===== config.mk =====
export PLATFORM = sky130hd
export DESIGN_NAME = bridge_axi_lite
export DESIGN_NICKNAME = d
export VERILOG_FILES = /design/src/rtl/usertype.sv /design/src/rtl/bridge_axi_lite.sv
export SDC_FILE = /design/constraint.sdc
export NUM_CORES = 1
export LEC_CHECK = 0
export ABC_CLOCK_PERIOD_IN_PS = 4550
export CAP_MARGIN = 20
export CORE_MARGIN = 2
export CORE_UTILIZATION = 45
export CTS_CLUSTER_DIAMETER = 100
export CTS_CLUSTER_SIZE = 10
export DETAILED_ROUTE_END_ITERATION = 16
export PLACE_DENSITY = 0.84
export REMOVE_ABC_BUFFERS = 1
export SETUP_SLACK_MARGIN = 0.3
export SLEW_MARGIN = 20
export SYNTH_ARGS = -nofsm -noshare
export SYNTH_HDL_FRONTEND = slang
export SYNTH_SLANG_ARGS = --single-unit

===== constraint.sdc =====
create_clock -name clk -period 4.55 [get_ports clk]
set_input_delay 0.91 -clock clk [delete_from_list [all_inputs] [get_ports clk]]
set_output_delay 0.91 -clock clk [all_outputs]
set_load 0.1 [all_outputs]

===== src/rtl/usertype.sv =====
// usertype: shared FSM state encoding and default DRAM base address for the AXI-Lite bridge.
package usertype;
   typedef enum logic [2:0] {
      IDLE,
      RD_ADDR,
      RD_DATA,
      WR_REQ,
      WR_RESP,
      DONE
   } state_t;
   localparam logic [16:0] BASE_ADDR_DEFAULT = 17'h10000;
endpackage


===== src/rtl/bridge_axi_lite.sv =====
// bridge_axi_lite: turns single-record read/write requests into AXI-Lite transactions
// and returns a one-cycle completion strobe with the read data.
module bridge_axi_lite
   import usertype::*;
#(
   parameter logic [16:0] BASE_ADDR = BASE_ADDR_DEFAULT
) (
   input  logic        clk,
   input  logic        rst,
   input  logic        C_in_valid,
   input  logic        C_r_wb,
   input  logic [7:0]  C_addr,
   input  logic [63:0] C_data_w,
   output logic        C_out_valid,
   output logic [63:0] C_data_r,
   output logic        AR_VALID,
   input  logic        AR_READY,
   output logic [16:0] AR_ADDR,
   input  logic        R_VALID,
   output logic        R_READY,
   input  logic [63:0] R_DATA,
   input  logic [1:0]  R_RESP,
   output logic        AW_VALID,
   input  logic        AW_READY,
   output logic [16:0] AW_ADDR,
   output logic        W_VALID,
   input  logic        W_READY,
   output logic [63:0] W_DATA,
   input  logic        B_VALID,
   output logic        B_READY,
   input  logic [1:0]  B_RESP
);
   state_t      r_state, w_next;
   logic        r_rwb;
   logic [7:0]  r_addr;
   logic [63:0] r_wdata;
   logic        r_ar_valid, r_r_ready, r_aw_valid, r_w_valid, r_b_ready;
   logic        r_aw_done, r_w_done, r_out_valid;
   logic [16:0] r_ar_addr, r_aw_addr;
   logic [63:0] r_w_data, r_data_r;
   logic        w_start, w_ar_hs, w_r_hs, w_b_hs, w_aw_ok, w_w_ok, w_aw_next, w_w_next;
   logic [7:0]  w_sel_addr;
   logic [16:0] w_addr;
   logic        w_unused_resp;
   assign w_unused_resp = ^{R_RESP, B_RESP};
   assign w_start    = (r_state == IDLE) && C_in_valid;
   assign w_ar_hs    = r_ar_valid && AR_READY;
   assign w_r_hs     = r_r_ready && R_VALID;
   assign w_b_hs     = r_b_ready && B_VALID;
   assign w_aw_ok    = r_aw_done || (r_aw_valid && AW_READY);
   assign w_w_ok     = r_w_done || (r_w_valid && W_READY);
   // On the accepting cycle the request fields are not latched yet, so use them directly.
   assign w_sel_addr = w_start ? C_addr : r_addr;
   assign w_addr     = BASE_ADDR + {6'd0, w_sel_addr, 3'd0};
   assign w_aw_next  = (w_start && !C_r_wb) || (r_aw_valid && !AW_READY);
   assign w_w_next   = (w_start && !C_r_wb) || (r_w_valid && !W_READY);
   always_comb begin
      w_next = r_state;
      case (r_state)
         IDLE:    if (C_in_valid) w_next = C_r_wb ? RD_ADDR : WR_REQ;
         RD_ADDR: if (w_ar_hs) w_next = RD_DATA;
         RD_DATA: if (w_r_hs) w_next = DONE;
         WR_REQ:  if (w_aw_ok && w_w_ok) w_next = WR_RESP;
         WR_RESP: if (w_b_hs) w_next = DONE;
         DONE:    w_next = IDLE;
         default: w_next = IDLE;
      endcase
   end
   always_ff @(posedge clk) begin
      if (rst) begin
         r_state     <= IDLE;
         r_rwb       <= 1'b0;
         r_addr      <= '0;
         r_wdata     <= '0;
         r_ar_valid  <= 1'b0;
         r_ar_addr   <= '0;
         r_r_ready   <= 1'b0;
         r_aw_valid  <= 1'b0;
         r_aw_addr   <= '0;
         r_w_valid   <= 1'b0;
         r_w_data    <= '0;
         r_aw_done   <= 1'b0;
         r_w_done    <= 1'b0;
         r_b_ready   <= 1'b0;
         r_out_valid <= 1'b0;
         r_data_r    <= '0;
      end else begin
         r_state <= w_next;
         if (w_start) begin
            r_rwb   <= C_r_wb;
            r_addr  <= C_addr;
            r_wdata <= C_data_w;
         end
         r_ar_valid  <= w_next == RD_ADDR;
         r_ar_addr   <= (w_next == RD_ADDR) ? w_addr : '0;
         // READY is registered off the state, so it appears from the second cycle of the data phase.
         r_r_ready   <= (r_state == RD_DATA) && (w_next == RD_DATA);
         r_aw_valid  <= w_aw_next;
         r_aw_addr   <= w_aw_next ? w_addr : '0;
         r_w_valid   <= w_w_next;
         r_w_data    <= w_w_next ? (w_start ? C_data_w : r_wdata) : '0;
         r_aw_done   <= (r_state == WR_REQ) && (w_next == WR_REQ) && w_aw_ok;
         r_w_done    <= (r_state == WR_REQ) && (w_next == WR_REQ) && w_w_ok;
         r_b_ready   <= (r_state == WR_RESP) && (w_next == WR_RESP);
         r_out_valid <= w_next == DONE;
         r_data_r    <= (w_r_hs && r_rwb) ? R_DATA : '0;
      end
   end
   assign C_out_valid = r_out_valid;
   assign C_data_r    = r_data_r;
   assign AR_VALID    = r_ar_valid;
   assign AR_ADDR     = r_ar_addr;
   assign R_READY     = r_r_ready;
   assign AW_VALID    = r_aw_valid;
   assign AW_ADDR     = r_aw_addr;
   assign W_VALID     = r_w_valid;
   assign W_DATA      = r_w_data;
   assign B_READY     = r_b_ready;
endmodule


# After elaboration in Yosys (flattened, before gate mapping)
# Cells that the tools add are included.
[classes] magnitude_cmp=0 div=0 multipliers=0 shifts=0 reduce_logical=28 n_bitwise=4 eq_ne=9 mux=9 add_sub_neg=1
[op_table] op="64-bit two-way mux" n=1
[op_table] op="17-bit by 11-bit adder with 17-bit output (first input constant)" n=1
[op_table] op="1-bit logical AND" n=16
[op_table] op="3-bit two-way mux" n=5
[op_table] op="3-bit case mux with 5 select lines" n=1
[op_table] op="3-bit by 2-bit equality test with 1-bit output (second input constant)" n=4
[op_table] op="3-bit equality test (second input constant)" n=3
[op_table] op="8-bit two-way mux" n=1
[op_table] op="2-bit OR reduction" n=4
[op_table] op="3-bit by 1-bit equality test with 1-bit output (second input constant)" n=2
[op_table] op="1-bit logical OR" n=4
[op_table] op="1-bit NOT" n=4
[op_table] op="1-bit logical NOT" n=3
[op_table] op="3-bit logical NOT" n=1
[op_table] op="2-bit two-way mux" n=1
[word_totals] n_memories=0 ramBits=0 romBits=0 register_bits=246 output_inout_bits=168 latchBits=0 in_bits=149 word_cells=67

# Logic depth before layout (Yosys ltp)
[depth] ltp_word=8 mapped_depth=7 ltp_nobuf=4

# Worst setup path before layout
# Ideal clock, no wire load.
[synth_timing] path_type="register -> register" startpoint="reg r_w_valid, in the netlist W_VALID" endpoint="reg r_ar_addr[10], in the netlist AR_ADDR[10]" path_buffers=0 setup_slack_ns=2.411 arrival_ns=2.003 required_ns=4.414 period_less_slack_ns=2.139 setup_ns=0.136 path_stages_with_launch=5 cell_sequence="dfxtp_1 > a21oi_1 > or4_1 > o2111ai_2 > nor3_1"
[synth_between] elab_chain_len=8
[synth_lines] element="start: declaration" line_no="bridge_axi_lite.sv:37" source="logic r_ar_valid, r_r_ready, r_aw_valid, r_w_valid, r_b_ready;"
[synth_lines] element="start signal: assignment" line_no="bridge_axi_lite.sv:100" source="r_w_valid <= w_w_next;"
[synth_lines] element="1-bit logical AND" line_no="bridge_axi_lite.sv:51" source="assign w_w_ok = r_w_done || (r_w_valid && W_READY);"
[synth_lines] element="1-bit logical OR" line_no="bridge_axi_lite.sv:51"
[synth_lines] element="1-bit logical AND" line_no="bridge_axi_lite.sv:63" source="WR_REQ: if (w_aw_ok && w_w_ok) w_next = WR_RESP;"
[synth_lines] element="3-bit two-way mux" line_no="bridge_axi_lite.sv:63"
[synth_lines] element="3-bit case mux with 5 select lines" line_no="bridge_axi_lite.sv:59" source="case (r_state)"
[synth_lines] element="3-bit by 1-bit equality test with 1-bit output" line_no="bridge_axi_lite.sv:95" source="r_ar_addr <= (w_next == RD_ADDR) ? w_addr : '0;"
[synth_lines] element="1-bit NOT (no source line)"
[synth_lines] element="2-bit OR reduction (no source line)"
[synth_lines] element="end signal: assignment" line_no="bridge_axi_lite.sv:95"
[synth_lines] element="end: declaration" line_no="bridge_axi_lite.sv:39" source="logic [16:0] r_ar_addr, r_aw_addr;"
# No other way between the ends.
# A chain may end at the register's enable or synchronous reset.

# Worst setup path after layout
[layout_timing] startpoint="reg r_r_ready, in the netlist R_READY" endpoint="out R_READY"
[layout_rtl] element="start: declaration" line_no="bridge_axi_lite.sv:37"
[layout_rtl] element="start signal: assignment" line_no="bridge_axi_lite.sv:97" source="r_r_ready <= (r_state == RD_DATA) && (w_next == RD_DATA);"
[layout_rtl] element="end: declaration" line_no="bridge_axi_lite.sv:20" source="output logic R_READY,"
# No word-level cell between the ends.

==> qor.csv <==
stage,metric,value,unit
status,status,"complete, no violations",
placement,dpl_worst_slack,1.45,ns
floorplan,die_w,131,um
detailed_routing,final_antenna_net_count,0,
detailed_routing,routedWlPerCell,15.8,um
grt,first_global_vias,5499,
clocking,cts_resized,0,
placement,io_buffers,296,
clocking,cts_buffers,26,
worst_setup_path,critPathBufInv,1,
synth,synth-seq-cells,230,
worst_setup_path,crit_slowest_cell,clkdlybuf4s50_1,
clocking,cts_sinks,230,
synth,ys_warn_count,0,
worst_setup_path,worstPathCellList,clkdlybuf4s50_1,
sta,fmax,341,MHz
sta,max_slew.worst_pin.slew,1.08,ns
placement,place_congestion,0.841,
detailed_routing,firstDrtPassIters,4,
synth,syn_avg_cell_area,10.5,um^2
power_and_ir_drop,ir_worst_vdd,323,uV
detailed_routing,drtIter0Drc,216,
layout,nets,1129,
power_and_ir_drop,leakage,4.20,nW
worst_setup_path,path_delay_family,buffers and inverters,
placement,hpwlAfterDp,13.0,mm
detailed_routing,vias_per_cell,4.58,
worst_setup_path,crit_type,register to primary output,
clocking,cts_hold_buf,0,
grt,grt_max_degree,67,
floorplan,die_y,131,um
floorplan,dieArea,17100,um^2
sta,min_period,2.93,ns
sta,finalSetupViolCount,0,
worst_setup_path,critical-path-max-stage-delay,1.15,ns
sta,rsz0062_at_grt,false,
synth,synth_area,7250,um^2
layout,fillers,1169,
clocking,clk_pin_slew,0.05,ns
clocking,clk_path_buf_depth,3,
sta,max-slew-margin-rel,27.9,%
layout,regArea,4600,um^2
worst_setup_path,required,3.64,ns
flow_run,cap_violations,0,
sta,fin_skew,0.00924,ns
worst_setup_path,cp-end-kind,primary output,
clocking,cts_setup_buffers,0,
grt,antenna_found_initial,1,
clocking,htree_num_levels,1,
worst_setup_path,critPathMaxFanout,4,
floorplan,num_io_pins,317,
sta,final-max-slew-violation-count,0,
clocking,cts_tree,built,
worst_setup_path,critPathArrivalTime,2.02,ns
sta,post-route-period-util,64.4,%
grt,grt.total_usage,21.1,%
grt,grt.overflow.total,0,
detailed_routing,via_count,5491,
clocking,root_buffer,clkbuf_16,
grt,grt_first_pass_wirelength,28.3,mm
min_path,hp-class,register to register,
clocking,clkLatencyLatePin,0.51,ns
synth,synthCells,691,
floorplan,start_util,45.8,%
worst_setup_path,r2r_slack,2.31,ns
detailed_routing,wl,19.0,mm
layout,area_growth,50.7,%
worst_setup_path,start_kind,register,
sta,holdWs,0.450,ns
sta,layout_setup_ws,1.62,ns
layout,drive_gt1_share,9.50,%
floorplan,row_count,46,
synth,ys_types,38,
floorplan,coreArea,15800,um^2
layout,multi_input_area,2340,um^2
power_and_ir_drop,power.density,426,nW/um^2
synth,yosysSeqAreaShare,63.5,%
sta,hold_viol,0,
detailed_routing,drc,0,
per-stage QoR:
step | utilization, % | power (mW) | cell area (um^2) | std cells | setup TNS [ns]
finish | 69.0 | 4.66 | 10900 | 1198 | 0
global route | 69.0 | 4.84 | 10900 | 1196 | 0
CTS | 69.0 | 4.71 | 10900 | 1195 | 0
detailed placement | 64.7 | 2.96 | 10200 | 1168 | 0
global placement | 64.7 | 2.95 | 10200 | 1168 | 0
floorplan | - | 2.68 | 6940 | 650 | -26.35
tightest hold or removal path, delay by kind of cell (launching register included):
kind            cells  cell delay [ns]
simple gates        1             0.05
compound gates      1             0.05
flops               1             0.30
cell type report:
class / count / share of cell area [%]
Antenna cell: 3 / 0.0687
Clock buffer: 27 / 6.18
Inverter: 6 / 0.206
Multi-Input combinational cell: 414 / 21.4
Sequential cell: 230 / 42.1
Tap cell: 216 / 2.47
Timing Repair Buffer: 302 / 27.5
cells in the mapped netlist:
| master | n | area (um^2) |
|---|---|---|
| buf_4 | 24 | 180 |
| o2111ai_2 | 1 | 15.0 |
| o211ai_1 | 1 | 7.51 |
| a21oi_2 | 27 | 236 |
| or3_1 | 1 | 6.26 |
| a21boi_0 | 1 | 7.51 |
| buf_1 | 1 | 3.75 |
| buf_6 | 6 | 67.6 |
| nor3_1 | 10 | 50.1 |
| a21boi_1 | 1 | 7.51 |
| nor3b_1 | 2 | 15.0 |
| nand4_1 | 1 | 6.26 |
| clkbuf_1 | 13 | 48.8 |
| nand2b_1 | 4 | 25.0 |
| nand2_1 | 105 | 394 |
| and4b_1 | 1 | 10.0 |
| or4_1 | 1 | 7.51 |
| conb_1 | 1 | 3.75 |
| buf_2 | 12 | 60.1 |
| a32oi_1 | 1 | 8.76 |
| o311ai_0 | 1 | 8.76 |
| dfxtp_1 | 230 | 4600 |
| nand3_1 | 3 | 15.0 |
| nor2_1 | 22 | 82.6 |
| o21ai_0 | 1 | 5.00 |
| a21oi_1 | 40 | 200 |
| or4b_4 | 1 | 13.8 |
| nor3b_2 | 1 | 12.5 |
| nor4b_2 | 1 | 15.0 |
| and2_1 | 128 | 801 |
| mux2i_1 | 8 | 80.1 |
| a31oi_1 | 2 | 12.5 |
| nand2_2 | 27 | 169 |
| o22ai_1 | 1 | 6.26 |
| nor2b_1 | 3 | 18.8 |
| inv_1 | 6 | 22.5 |
| a21o_1 | 1 | 7.51 |
| o22ai_2 | 1 | 12.5 |
cells in the final DEF, fill, tap and decap left out, drive strengths merged, types with 3 or more instances in the layout:
cell type      synthesis  final
clkdlybuf4s50          0    295
nor3                  10     10
nand3                  3      3
mux2i                  8      8
nor3b                  3      3
a21oi                 67     67
inv                    6      6
nand2                132    132
nor2                  22     22
buf                   43      7
and2                 128    128
dfxtp                230    230
conb                   1     16
clkbuf                13     27
nor2b                  3      3
nand2b                 4      4
diode                  0      3
kinds of logic (layout without fill, tap and decap cells):
logic type | count (synthesis) | count (layout) | synth area share (%)
AOI/OAI and AO/OA | 79 | 79 | 7.39
buffers and inverters | 62 | 335 | 5.28
DFF | 230 | 230 | 63.5
muxes | 8 | 8 | 1.10
other | 1 | 19 | 0.0517
and+or+nand+nor | 311 | 311 | 22.6
routing by layer:
layer	vias to the layer above	wire length (um)	share of wire, %	track usage (%)
met2	220	9460	50	37.1
li1	2714	-	-	-
met3	19	2420	13	11.1
met5	-	0	0	0
met4	0	264	1.4	5.94
met1	2538	6830	36	21.9
flip-flops by register name, summed over array words and instances (netlist names):
register,flops
AR_ADDR,9
AR_VALID,1
AW_ADDR,9
AW_VALID,1
B_READY,1
C_data_r,64
C_out_valid,1
R_READY,1
W_DATA,64
W_VALID,1
r_addr,8
r_aw_done,1
r_rwb,1
r_state,3
r_w_done,1
r_wdata,64
power by group:
| part | internal (mW) | switching, mW |
|---|---|---|
| sequential | 2.11 | 0.0356 |
| combinational | 0.247 | 0.524 |
| clock | 1.03 | 0.711 |
| total | 3.39 | 1.27 |
path summary, 6_finish.rpt:
kind                                  start          end  cells past startpoint
worst max-delay path                R_READY      R_READY                      1
worst min register to register  r_wdata[58]  r_wdata[58]                      2
worst max register to register   r_state[2]   AW_ADDR[9]                      5
worst min-delay path            r_wdata[58]  r_wdata[58]                      2
Note: power is estimated with default switching activity, not from simulation.
